### src/rtl/msfsm_transition_scheduler.sv
// Round-robin firing scheduler for Petri-net-derived Mealy FSMs: one fire pulse per 3-cycle slot.
// Optional stall/deadlock detector enabled by defining MSFSM_SCHED_STALL_DET_EN.
module msfsm_transition_scheduler #(
   parameter int unsigned NT        = 8,
   parameter int unsigned STALL_LIM = 255
) (
   input  logic                  i_clk,
   input  logic                  i_reset,
   input  logic [NT-1:0]         i_t_req,
   input  logic [NT-1:0]         i_t_en,
   input  logic                  i_pause,
   output logic [NT-1:0]         o_t_fire,
   output logic                  o_busy,
   output logic [$clog2(NT)-1:0] o_last_grant,
   output logic [15:0]           o_fire_cnt,
   output logic                  o_deadlock
);

   localparam int unsigned IW = $clog2(NT);

   typedef enum logic [1:0] {StIdle, StFire, StSettle} state_t;

   state_t          r_state;
   logic [NT-1:0]   r_fire;
   logic            r_busy;
   logic [IW-1:0]   r_ptr;
   logic [IW-1:0]   r_gidx;
   logic [IW-1:0]   r_last;
   logic [15:0]     r_cnt;

   logic [NT-1:0]   w_elig;
   logic            w_found;
   logic [IW-1:0]   w_gidx;
   logic [IW:0]     w_pos;
   logic [IW-1:0]   w_ptr_nxt;

   assign w_elig = i_t_req & i_t_en;

   // First eligible index at or above r_ptr, wrapping NT-1 -> 0.
   always_comb begin
      w_found = 1'b0;
      w_gidx  = '0;
      w_pos   = '0;
      for (int unsigned k = 0; k < NT; k++) begin
         w_pos = {1'b0, r_ptr} + (IW+1)'(k);
         if (w_pos >= (IW+1)'(NT)) begin
            w_pos = w_pos - (IW+1)'(NT);
         end
         if (!w_found && w_elig[w_pos[IW-1:0]]) begin
            w_found = 1'b1;
            w_gidx  = w_pos[IW-1:0];
         end
      end
   end

   assign w_ptr_nxt = (r_gidx == IW'(NT-1)) ? '0 : r_gidx + IW'(1);

   always_ff @(posedge i_clk or negedge i_reset) begin
      if (!i_reset) begin
         r_state <= StIdle;
         r_fire  <= '0;
         r_busy  <= 1'b0;
         r_ptr   <= '0;
         r_gidx  <= '0;
         r_last  <= '0;
         r_cnt   <= '0;
      end else begin
         unique case (r_state)
            StIdle: begin
               if (w_found && !i_pause) begin
                  r_state <= StFire;
                  r_fire  <= NT'(1) << w_gidx;
                  r_gidx  <= w_gidx;
                  r_busy  <= 1'b1;
               end
            end
            StFire: begin
               r_state <= StSettle;
               r_fire  <= '0;
               r_ptr   <= w_ptr_nxt;
               r_last  <= r_gidx;
               r_cnt   <= r_cnt + 16'd1;
            end
            StSettle: begin
               // Gives FSM place outputs a cycle to reflect the firing before t_en is re-sampled.
               r_state <= StIdle;
               r_busy  <= 1'b0;
            end
            default: begin
               r_state <= StIdle;
               r_fire  <= '0;
               r_busy  <= 1'b0;
            end
         endcase
      end
   end

   assign o_t_fire     = r_fire;
   assign o_busy       = r_busy;
   assign o_last_grant = r_last;
   assign o_fire_cnt   = r_cnt;

`ifdef MSFSM_SCHED_STALL_DET_EN
   localparam logic [15:0] StallLim = 16'(STALL_LIM);

   logic [15:0] r_stall_cnt;
   logic [15:0] w_stall_nxt;
   logic        r_deadlock;

   always_comb begin
      w_stall_nxt = r_stall_cnt;
      if ((w_elig != '0) || (i_t_req == '0)) begin
         w_stall_nxt = '0;
      end else if (!i_pause && (r_state == StIdle) && (r_stall_cnt < StallLim)) begin
         w_stall_nxt = r_stall_cnt + 16'd1;
      end
   end

   always_ff @(posedge i_clk or negedge i_reset) begin
      if (!i_reset) begin
         r_stall_cnt <= '0;
         r_deadlock  <= 1'b0;
      end else begin
         r_stall_cnt <= w_stall_nxt;
         r_deadlock  <= (w_stall_nxt == StallLim);
      end
   end

   assign o_deadlock = r_deadlock;
`else
   assign o_deadlock = 1'b0;
`endif

endmodule

### config.mk
export PLATFORM = sky130hd
export DESIGN_NAME = msfsm_transition_scheduler
export DESIGN_NICKNAME = d
export VERILOG_FILES = /design/src/rtl/msfsm_transition_scheduler.sv
export SDC_FILE = /design/constraint.sdc
export NUM_CORES = 1
export LEC_CHECK = 0
export ABC_AREA = 1
export CELL_PAD_IN_SITES_DETAIL_PLACEMENT = 0
export CELL_PAD_IN_SITES_GLOBAL_PLACEMENT = 2
export CORE_MARGIN = 5
export CORE_UTILIZATION = 34
export CTS_BUF_LIST = sky130_fd_sc_hd__clkbuf_8
export DETAILED_ROUTE_END_ITERATION = 16
export HOLD_SLACK_MARGIN = 0.1
export PLACE_DENSITY_LB_ADDON = 0.1
export SLEW_MARGIN = 20
export SYNTH_ARGS = -nofsm -noshare
export SYNTH_HDL_FRONTEND = slang
export SYNTH_SLANG_ARGS = --single-unit
export TNS_END_PERCENT = 100
### constraint.sdc
create_clock -name i_clk -period 4.2 [get_ports i_clk]
set_input_delay 0.63 -clock i_clk [delete_from_list [all_inputs] [get_ports i_clk]]
set_output_delay 0.63 -clock i_clk [all_outputs]
set_load 0.03 [all_outputs]
* Word-level counts from Yosys, hierarchy flattened *
Index checks and enable logic that the tools add are counted.

word-level totals
  register bits after elaboration = 36
  bits of input ports = 19
  output and inout port bits = 29
  logic and storage cells = 115

operators by class
  reduce and logical (&&, ||, !) cells = 20
  multiplexer cells = 47
  eq/ne operators = 4
  bitwise logic cells = 3
  shift operators = 1
  order comparisons = 16
  add/subtract/negate cells = 17

operator list
  operator                 count
  $mux W3                  17
  $lt A3 B4 Y1 const B     8
  $ge A4 B4 Y1 const B     7
  $bmux W1 S3              8
  $sub A3 B1 Y3 const B    8
  $mux W1                  17
  $add A16 B1 Y16 const B  1
  $add A3 B3 Y4 const B    4
  $pmux W8 S2              1
  $add A3 B2 Y4 const B    2
  $and A8 B8 Y8            1
  $logic_and A1 B1 Y1      8
  $logic_not A1 Y1         8
  $mux W8                  1
  $shl A1 B3 Y8 const A    1
  $reduce_and A2 Y1        3
  $add A3 B1 Y4 const B    1
  $ge A3 B4 Y1 const B     1
  $pmux W2 S2              1
  $add A3 B1 Y3 const B    1
  $eq A3 B3 Y1 const B     1
  $eq A2 B1 Y1 const B     1
  $eq A2 B2 Y1 const B     1
  $logic_not A2 Y1         1
  other kinds (4)          5

* Depth between registers and ports, before layout *
Gate-level depths: netlist of run 1.

  word-level depth = 29
  mapped depth = 20
  gate-level depth less buffers = 18

* Least setup slack after synthesis of run 1 *
OpenSTA, ideal clock, no wires.

  path type = flip-flop to flip-flop
  start point = register r_ptr[1]
  end point = register r_gidx[2]
  required time = 4.077 ns
  setup slack = 1.771 ns
  clock period less this slack = 2.429 ns
  arrival time = 2.307 ns
  stages on the path, launching flop included = 18
  setup time = 0.123 ns
  buffers on the path = 3
  cells stage by stage = dfrtp_1 -> buf_4 -> inv_2 -> buf_4 -> ha_1 -> buf_2 -> inv_1 -> nand3_1 -> nand3_2 -> nand2_2 -> nor2_4 -> nand4_4 -> nor2_8 -> nand3_4 -> nand3_4 -> inv_2 -> nand2_1 -> o21ai_1

on the way
  cells in the longest elaborated chain, start to end = 28
  elaborated cells on any way between the ends = 79
  classes of those cells = 15 x add/sub; 8 x order compare; 40 x mux; 16 x reduce/logical

ends and longest elaborated chain
  what                                                                    RTL line  source
  start: declaration                                                      26        logic [IW-1:0] r_ptr;
  start signal: assignment                                                80        r_ptr <= w_ptr_nxt;
  parallel branches: the longest is 28 deep, another holds $add A3 B1 Y4  n/a
  end signal: assignment                                                  73        r_gidx <= w_gidx;
  end: declaration                                                        27        logic [IW-1:0] r_gidx;

Parallel ways; which one is timed is not known. The select of a mux whose other input is x is not followed.
A chain may end at the register's enable or synchronous reset.

* Worst setup path in the final report of run 1 *
  start point = register r_ptr[0]
  end point = register r_fire[2], in the netlist o_t_fire[2]

on the way
  cells in the longest elaborated chain, start to end = 29
  elaborated cells on any way between the ends = 83
  classes of those cells = 15 x add/sub; 8 x order compare; 1 x eq/ne; 1 x shift; 42 x mux; 16 x reduce/logical

ends and longest elaborated chain
  what                                                                    RTL line  source
  parallel branches: the longest is 29 deep, another holds $add A3 B1 Y4  n/a
  end signal: assignment                                                  72        r_fire <= NT'(1) << w_gidx;
  end: declaration                                                        24        logic [NT-1:0] r_fire;

Parallel ways; which one is timed is not known. The select of a mux whose other input is x is not followed.

==> results of run 1 <==
[worst min path at each step]
| stage | endpoint | depth (start not counted) |
|---|---|---|
| 6_report | o_last_grant[0]$_DFFE_PN0N_ | 1 |
| 3_5_place_dp | o_fire_cnt[15]$_DFFE_PN0N_ | 1 |
| 5_1_grt | o_last_grant[0]$_DFFE_PN0N_ | 1 |
| 4_1_cts | o_last_grant[0]$_DFFE_PN0N_ | 1 |
| 2_1_floorplan | o_busy$_DFFE_PN0P_ | 0 |
| 3_3_place_gp | o_busy$_DFFE_PN0P_ | 2 |
[layout make-up]
type	count	share of cell area
Clock inverter	3	0.01339
Multi-Input combinational cell	249	0.4624
Sequential cell	36	0.2836
Clock buffer	5	0.02166
Inverter	31	0.03663
Tap cell	99	0.03899
Timing Repair Buffer	46	0.1434
[synth_stat cells]
| cell type | number | area [um2] |
|---|---|---|
| conb_1 | 1 | 3.750 |
| xnor2_2 | 1 | 16.27 |
| a21oi_2 | 2 | 17.52 |
| xnor2_1 | 6 | 52.55 |
| xor2_1 | 8 | 70.07 |
| inv_2 | 8 | 30.03 |
| buf_2 | 1 | 5.000 |
| clkinv_1 | 1 | 3.750 |
| a31oi_4 | 1 | 21.27 |
| o21ai_0 | 4 | 20.02 |
| o21ai_2 | 3 | 26.28 |
| nand4_1 | 7 | 43.79 |
| nand3b_1 | 1 | 7.510 |
| nand3_4 | 4 | 70.07 |
| nand4_2 | 1 | 12.51 |
| o21ai_1 | 2 | 10.01 |
| o22ai_1 | 1 | 6.260 |
| buf_6 | 2 | 22.52 |
| inv_1 | 22 | 82.58 |
| nor2_8 | 1 | 20.02 |
| xor2_2 | 1 | 16.27 |
| nand3_2 | 9 | 90.09 |
| nor2_2 | 4 | 25.02 |
| ha_1 | 5 | 62.56 |
| nand2_1 | 88 | 330.3 |
| nor2_4 | 2 | 22.52 |
| nand4_4 | 1 | 21.27 |
| nor3_1 | 2 | 10.01 |
| nand2_2 | 11 | 68.82 |
| dfrtp_1 | 36 | 900.9 |
| nor2_1 | 23 | 86.33 |
| nor3_2 | 3 | 30.03 |
| xnor2_4 | 1 | 27.53 |
| nand3_1 | 56 | 280.3 |
| buf_4 | 4 | 30.03 |
[where the power goes]
part           leakage [nW]  internal (W)  total [W]  switching (W)
logic                 0.970      0.000639    0.00199        0.00135
clock network        0.0541      0.000176   0.000308       0.000132
registers             0.475      0.000445   0.000566       0.000121
[metal layers]
| metal | up-vias | GRT usage | wire length, um |
|---|---|---|---|
| li1 | 1145 | - | - |
| met1 | 1036 | 0.1959 | 2944 |
| met2 | 43 | 0.2787 | 3306 |
| met3 | 9 | 0.02866 | 230 |
| met4 | 0 | 0.04439 | 85 |
| met5 | - | 0 | 0 |
[state kept, by name, summed over array words and instances (netlist names)]
signal and count:
o_fire_cnt 16, o_t_fire 8, o_last_grant 3, r_gidx 3, o_busy 1, r_state 2
r_ptr 3
[through the flow]
step | setup WS, ns | instance area (um2) | util | hold slack [ns] | instances
2_1_floorplan | 1.771 | 2544 | - | 0.3344 | 323
3_3_place_gp | 1.117 | 3065 | 0.4226 | 0.4636 | 461
3_5_place_dp | 1.124 | 3065 | 0.4226 | 0.4591 | 461
4_1_cts | 1.105 | 3177 | 0.4380 | 0.4563 | 469
5_1_grt | 0.7533 | 3177 | 0.4380 | 0.4968 | 469
6_report | 1.068 | 3177 | 0.4380 | 0.4242 | 469
[cells by family after synthesis]
logic type                 after synthesis  share of synthesized area
AOI/OAI and AO/OA                       13                    0.03985
xor gates and xnor gates                17                    0.07182
adders and majority gates                5                    0.02459
buffers and inverters                   38                    0.06837
DFF                                     36                     0.3542
other                                    1                   0.001474
and+or+nand+nor                        213                     0.4397
==> flow_metrics.py, run 1 <==
metrics = {
    "timing": {
        "setup_tns_ns": 0,
        "finalHoldViolations": 0,
        "drv_slew": 0,
        "setup_viol": 0,
        "worst_pin_slew_ns": 0.8129,
        "grt_setup_unrepaired": "false",
        "min_period_over_period": 0.7457,
        "maxSlewHeadroom": 0.4581,
        "fin_worst_skew_ns": 0.007204,
        "timing.final.crit_period_ns": 3.132,
        "max_freq_mhz": 319.3,
    },
    "worst_setup_path": {
        "regToRegSetupSlack_ns": 1.07,
        "cp-endpoint": "o_t_fire[2]$_DFFE_PN0P_",
        "cp_common_cell": "nand2_1",
        "reg2reg_to": "o_t_fire[2]$_DFFE_PN0P_",
        "cp-end-kind": "register",
        "cp.arrival_ns": 3.31,
        "cp-startpoint": "r_ptr[0]$_DFFE_PN0N_",
        "path_max_fanout": 15,
        "critPathBufInv": 2,
        "critPathMaxStageDelay_ns": 0.68,
        "r2r_start": "r_ptr[0]$_DFFE_PN0N_",
        "crit_chain": "inv_2 -> ha_1 -> inv_1 -> nand3_1 -> nand2_1 -> nand2_1 -> nand2_2 -> nand2_1 -> nor2_1 -> nor2_1 -> nand2_1 -> nor2_1 -> nand3_1 -> nor2_1 -> nor2_2 -> nand2_1 -> nand2_1",
        "path_class": "reg -> reg",
        "cp.depth": 17,
        "path_delay_family": "simple AND/OR/NAND/NOR gates",
        "setup.worst_path.start_class": "register",
        "cp_slowest_cell": "dfrtp_1",
        "r2r_cells": 17,
        "worstPathRequired_ns": 4.38,
    },
    "clocking": {
        "clk_pin_slew_ns": 0.08,
        "clockBufferDepth": 2,
        "clkSinkCount": 36,
        "htreeDepth": 2,
        "cts_tree": "yes",
        "cts_setup_buffers": 0,
        "post_cts_resized": 0,
        "cts_root_buf": "clkbuf_8",
        "numCtsBuffers": 5,
        "clk_latency_ns": 0.29,
        "hold_buffers": 0,
    },
    "global_route": {
        "grt_max_degree": 37,
        "first_global_vias": 2361,
        "grt_pass1_wl_mm": 11.31,
        "track_usage": 0.1577,
        "antenna_found_initial": 0,
        "grt-ovfl-total": 0,
    },
    "floorplanning": {
        "dieArea_um2": 9311,
        "die_w_um": 96.50,
        "std_cell_rows": 31,
        "pin_count": 48,
        "fp.dieH_um": 96.50,
        "start_util": 0.3507,
        "core_area_um2": 7253,
    },
    "drt": {
        "wl_mm": 6.567,
        "wl_per_cell_um": 14.00,
        "drt-pass1-iter-count": 4,
        "drcViolationCount": 0,
        "drtIter0Drc": 46,
        "final_antenna_net_count": 0,
        "viasPerCell": 4.761,
        "num_vias": 2233,
    },
    "placement": {
        "io_buffers": 46,
        "place_hpwl_mm": 5.138,
        "place_congestion": 0.8258,
    },
    "yosys": {
        "yosysWarnings": 0,
        "synth.distinct_cells": 35,
        "synth_nets": 347,
        "ys_seq_area_frac": 0.3542,
        "syn_area_um2": 2544,
        "postSynthCellCount": 323,
        "synth-seq-cells": 36,
        "postSynthAreaPerCell_um2": 7.875,
    },
    "finish": {
        "multi_input_area_um2": 1469,
        "final_cell_mix": "nand2_1 (88), nand3_1 (56), clkdlybuf4s50_1 (45), dfrtp_1 (36), nor2_1 (23)",
        "num-nets-final": 393,
        "n_antenna_cell": 0,
        "seq_area_um2": 900.9,
        "fill_cells": 752,
        "drive_gt1_frac": 0.1676,
        "mostFrequentLayoutCell": "nand2_1",
        "area_growth_pct": 24.89,
    },
    "flow_run": {
        "cap_violations": 0,
    },
    "power": {
        "p_total_w": 0.002863,
        "p_per_area_nw_per_um2": 901.2,
        "p_leak_nw": 1.499,
        "irDropWorstVdd_mv": 0.2940,
    },
    "worst_hold_path": {
        "min_path_type": "in -> async",
    },
    "outcome": {
        "status": "finished clean",
    },
}
Note: power is estimated with default switching activity, not from simulation.
==> run 2, diff against run 1 <==
- CORE_UTILIZATION: 34 -> 31
- clock period: 4.2 -> 3.15 ns (I/O delays scaled with it)
==> run 2 against run 1 <==
Cell area is 1.5% higher. Combinational power grew 37%. Register-to-register slack worse by 0.31 ns. First-iteration DRC count rose by 15%. Non-clock buffer count grew 6. Worst hold slack worse by 0.16 ns. Wire length fell by 2.0%. Largest power group unchanged. Core utilization is 3.9 points lower. Via count grew 1.3%. Die area up 8.7%. Worst setup slack got worse by 0.31 ns.
==> flow_metrics.py, run 2 (synthesized netlist as in run 1, its figures left out) <==
metrics = {
    "timing": {
        "finalHoldViolations": 0,
        "maxSlewHeadroom": 0.4630,
        "timing.final.crit_period_ns": 2.388,
        "setup_tns_ns": 0,
        "max_freq_mhz": 418.8,
        "setup_viol": 0,
        "drv_slew": 0,
        "min_period_over_period": 0.7580,
        "worst_pin_slew_ns": 0.8055,
        "grt_setup_unrepaired": "false",
        "fin_worst_skew_ns": 0.006025,
    },
    "finish": {
        "fill_cells": 864,
        "fin_cells": 481,
        "n_antenna_cell": 0,
        "drive_gt1_frac": 0.1782,
        "seq_area_um2": 900.9,
        "final_cell_mix": "nand2_1 (88), nand3_1 (56), clkdlybuf4s50_1 (45), dfrtp_1 (36)",
        "area_growth_pct": 26.81,
        "multi_input_area_um2": 1469,
        "num-nets-final": 399,
        "largest_reg_flops": 16,
        "mostFrequentLayoutCell": "nand2_1",
    },
    "global_route": {
        "grt_max_degree": 37,
        "track_usage": 0.1363,
        "grt_use_met3": 0.03599,
        "grt-ovfl-total": 0,
        "first_global_vias": 2343,
        "gr-usage-met1": 0.1632,
        "grt_pass1_wl_mm": 10.99,
        "top_usage_layer": "met2",
        "antenna_found_initial": 0,
        "grt_use_met2": 0.2339,
    },
    "power": {
        "p_clk_frac": 0.105,
        "sequentialPowerShare": 0.185,
        "p_leak_nw": 1.533,
        "netSwitchingFraction": 0.5503,
        "p_total_w": 0.003844,
        "p_switching_w": 0.002116,
        "p_int_w": 0.001729,
        "pwr-share-comb": 0.711,
        "irDropWorstVdd_mv": 0.3377,
        "p_per_area_nw_per_um2": 1192,
    },
    "placement": {
        "place_inst": 473,
        "place_congestion": 0.7771,
        "io_buffers": 46,
        "place_hpwl_mm": 5.038,
    },
    "clocking": {
        "clkSinkCount": 36,
        "hold_buffers": 0,
        "clk_latency_ns": 0.29,
        "cts_setup_buffers": 0,
        "numCtsBuffers": 5,
        "htreeDepth": 2,
        "cts_root_buf": "clkbuf_8",
        "cts_tree": "yes",
        "clockBufferDepth": 2,
        "clk_pin_slew_ns": 0.08,
        "post_cts_resized": 0,
    },
    "worst_setup_path": {
        "crit_chain": "buf_4 -> ha_1 -> xnor2_4 -> inv_1 -> nand3_1 -> nand2_2 -> nor2_4 -> nand4_4 -> nor2_8 -> nand3_4 -> a31oi_4 -> nand2_1 -> o21ai_2",
        "cp-end-kind": "register",
        "setup.worst_path.start_class": "register",
        "cp.arrival_ns": 2.60,
        "path_class": "reg -> reg",
        "regToRegSetupSlack_ns": 0.76,
        "reg2reg_to": "o_t_fire[7]$_DFFE_PN0P_",
        "path_max_fanout": 8,
        "r2r_start": "r_ptr[0]$_DFFE_PN0N_",
        "cp_slowest_cell": "dfrtp_1",
        "r2r_cells": 13,
        "critPathMaxStageDelay_ns": 0.41,
        "worstPathRequired_ns": 3.37,
    },
    "drt": {
        "drtIter0Drc": 53,
        "num_vias": 2261,
        "final_antenna_net_count": 0,
        "viasPerCell": 4.701,
        "drt-pass1-iter-count": 4,
        "drcViolationCount": 0,
        "wl_mm": 6.437,
        "wl_per_cell_um": 13.38,
    },
    "floorplanning": {
        "pin_count": 48,
        "start_util": 0.3143,
        "fp.dieH_um": 100.6,
        "dieArea_um2": 10120,
        "die_w_um": 100.6,
        "std_cell_rows": 33,
        "core_area_um2": 8093,
    },
    "worst_hold_path": {
        "min_path_type": "in -> async",
    },
    "flow_run": {
        "cap_violations": 0,
    },
    "outcome": {
        "status": "finished clean",
    },
}
## run 2: power by group through the flow
stage                     Combinational (W)  Sequential [W]  Clock [W]
final                               0.00273        0.000710   0.000402
after global routing                0.00310        0.000733   0.000433
after CTS                           0.00277        0.000715   0.000416
after detailed placement            0.00276        0.000721          0
after global placement              0.00279        0.000720          0
after floorplan                     0.00198        0.000838          0
## run 2: final cells by class
type                    count  area share
flip-flops and latches     36      0.2793
clock buffers               5     0.02133
well taps                 105     0.04073
inverters                  31     0.03607
multi-input cells         249      0.4554
clock inverters             3     0.01202
repair buffers             52      0.1552
## run 2: worst max-delay path by stage
stage | startpoint | to | slack [ns] | cells after the start
global placement | i_t_req[0] | o_t_fire[2]$_DFFE_PN0P_ | 0.59 | 16
CTS | r_ptr[0]$_DFFE_PN0N_ | r_gidx[2]$_DFFE_PN0P_ | 0.73 | 14
detailed placement | i_t_en[1] | r_gidx[2]$_DFFE_PN0P_ | 0.62 | 13
global route | r_ptr[1]$_DFFE_PN0N_ | o_t_fire[6]$_DFFE_PN0P_ | 0.49 | 16
finish | r_ptr[0]$_DFFE_PN0N_ | o_t_fire[7]$_DFFE_PN0P_ | 0.76 | 13
floorplan | r_ptr[1]$_DFFE_PN0N_ | r_gidx[2]$_DFFE_PN0P_ | 0.72 | 17
## run 2: per-stage QoR
stage | util | hold WS, ns | instance area [um2] | worst slack, ns
2_1_floorplan | - | 0.1769 | 2544 | 0.7206
3_3_place_gp | 0.3853 | 0.4612 | 3118 | 0.5907
3_5_place_dp | 0.3853 | 0.4558 | 3118 | 0.6179
4_1_cts | 0.3986 | 0.3057 | 3226 | 0.7283
5_1_grt | 0.3986 | 0.3443 | 3226 | 0.4926
6_report | 0.3986 | 0.2662 | 3226 | 0.7622
## run 2: worst max-delay path: cells and delay by family (launching register included)
kind                       cells  cell delay, ns
AOI/OAI and AO/OA              2            0.34
DFF                            1            0.41
buffers and inverters          2            0.25
adders and majority gates      1            0.26
and+or+nand+nor                7            0.83
xor gates and xnor gates       1            0.22
## run 2: metal layers
layer  vias up  routed length, um
met2        53               3199
met1      1049               2776
met4         0                129
met5         -                  0
li1       1150                  -
met3         9                331
==> run 3, diff against run 2 <==
- clock period: 3.15 -> 2.3 ns (I/O delays scaled with it)
==> run 3 against run 2 <==
Wire length rose by 2.4%. Count of clock-buffer cells in the layout is 2 higher. Worst hold slack worse by 0.12 ns. Non-clock buffer count rose by 28. Cell area is 16% higher. Register-to-register slack got worse by 0.71 ns. Core utilization grew 6.2 points. Critical path depth rose by 2. Global-route usage grew 0.14 points. Sequential share of layout area shrank 3.8 points. Highest routed layer unchanged.
==> flow_metrics.py, run 3 (synthesized netlist as in run 1, its figures left out) <==
metrics = {
    "global_route": {
        "first_global_vias": 2377,
        "grt_max_degree": 37,
        "grt_pass1_wl_mm": 11.18,
        "track_usage": 0.1377,
        "grt-ovfl-total": 0,
        "antenna_found_initial": 0,
    },
    "worst_setup_path": {
        "path_max_fanout": 7,
        "cp.arrival_ns": 2.43,
        "critPathMaxStageDelay_ns": 0.41,
        "setup.worst_path.start_class": "register",
        "path_class": "reg -> reg",
        "cp_common_cell": "nor2_4",
        "r2r_start": "r_ptr[0]$_DFFE_PN0N_",
        "worstPathRequired_ns": 2.48,
        "crit_chain": "inv_2 -> ha_4 -> inv_8 -> nand3_2 -> nand3_1 -> nand2_4 -> nand3_4 -> nor2_4 -> nand3_2 -> nor2_4 -> nor2_4 -> nand3_4 -> nor2_4 -> nand2_1 -> nand2_1",
        "cp_slowest_cell": "dfrtp_1",
        "cp-end-kind": "register",
        "cp-startpoint": "r_ptr[0]$_DFFE_PN0N_",
    },
    "floorplanning": {
        "dieArea_um2": 10120,
        "std_cell_rows": 33,
        "fp.dieH_um": 100.6,
        "core_area_um2": 8093,
        "start_util": 0.3143,
        "pin_count": 48,
        "die_w_um": 100.6,
    },
    "finish": {
        "fin_cells": 509,
        "mostFrequentLayoutCell": "nand2_1",
        "drive_gt1_frac": 0.3144,
        "n_antenna_cell": 0,
        "area_growth_pct": 46.53,
        "num-nets-final": 427,
        "fin_area_um2": 3727,
        "largest_reg_flops": 16,
        "final_cell_mix": "nand2_1 (79), clkdlybuf4s50_1 (45), nand3_1 (42), dfrtp_1 (36), buf_4 (31)",
    },
    "timing": {
        "worst_slack_ns": 0.04840,
        "setup_viol": 0,
        "min_period_over_period": 0.9790,
        "worst_pin_slew_ns": 0.8112,
        "fin_worst_skew_ns": 0.008175,
        "timing.final.crit_period_ns": 2.252,
        "finalHoldViolations": 0,
        "grt_setup_unrepaired": "true",
        "maxSlewHeadroom": 0.4592,
        "drv_slew": 0,
        "max_freq_mhz": 444.1,
    },
    "drt": {
        "drt-pass1-iter-count": 4,
        "viasPerCell": 4.652,
        "final_antenna_net_count": 0,
        "wl_mm": 6.591,
        "drcViolationCount": 0,
        "num_vias": 2368,
        "drtIter0Drc": 47,
        "wl_per_cell_um": 12.95,
    },
    "clocking": {
        "numCtsBuffers": 5,
        "cts_root_buf": "clkbuf_8",
        "clkSinkCount": 36,
        "hold_buffers": 0,
        "clk_latency_ns": 0.28,
        "cts_tree": "yes",
        "htreeDepth": 2,
        "clk_pin_slew_ns": 0.07,
        "clockBufferDepth": 2,
    },
    "flow_run": {
        "cap_violations": 0,
    },
    "placement": {
        "place_congestion": 0.7834,
        "dpl_cell_area_um2": 3313,
        "place_inst": 495,
        "place_hpwl_mm": 5.272,
        "post-place-ws_ns": -0.09154,
        "io_buffers": 46,
    },
    "outcome": {
        "status": "finished clean",
    },
    "worst_hold_path": {
        "min_path_type": "in -> async",
    },
}
## run 3: cell count changes in the layout (fill, tap and decap cells not counted), sizes merged
cell    delta
clkbuf     +2
clkinv     -1
buf       +28
inv        -1
## run 3: per-stage QoR
step	hold WS, ns	TNS [ns]	util
global route	0.2168	-0.5989	0.4606
detailed placement	0.4591	-0.5839	0.4094
global placement	0.4611	-0.5079	0.4094
CTS	0.1792	0	0.4250
floorplan	0.04941	0	-
finish	0.1475	0	0.4606
## run 3: final cells by class
type                       count  area, um2
tap                          105      131.4
sequential                    36      900.9
inverter                      31      126.4
clock buffer                   7      96.34
timing repair buffer          80      721.9
multi-input combinational    249       1720
clock inverter                 1      30.03
fill                         873       4365
## run 3: what timing repair did
item,CTS,global route
gates resized for setup,0,53
buffers inserted,0,6
pin swaps,1,19
setup endpoints to repair,4,12
## run 3: worst max-delay path, delay by kind of cell, from the launching register on
family | cells | cell delay [ns]
adder cells (fa/ha/maj) | 1 | 0.38
buffers and inverters | 2 | 0.16
flip-flops | 1 | 0.41
AND/OR/NAND/NOR | 12 | 1.16
## run 3: per-layer routing
| metal | wire, um | GRT usage | vias up |
|---|---|---|---|
| met5 | 0 | 0 | - |
| met4 | 72 | 0.03938 | 0 |
| met3 | 199 | 0.02907 | 5 |
| met2 | 3430 | 0.2395 | 26 |
| met1 | 2888 | 0.1709 | 1126 |
| li1 | - | - | 1211 |
## run 3: worst paths after layout
path | end | slack, ns | cells after the start
worst max-delay path | o_t_fire[4]$_DFFE_PN0P_ | 0.05 | 15
worst min-delay path | o_fire_cnt[4]$_DFFE_PN0N_ | 0.15 | 1
worst max register to register | o_t_fire[4]$_DFFE_PN0P_ | 0.05 | 15
worst min register to register | o_fire_cnt[15]$_DFFE_PN0N_ | 0.47 | 1
max in group asynchronous | o_last_grant[2]$_DFFE_PN0N_ | 1.64 | 1
min in group i_clk | o_fire_cnt[15]$_DFFE_PN0N_ | 0.47 | 1
Power of run 3 is not shown: default switching activity piles up to over one toggle a cycle in this logic, so the estimate is an artifact.
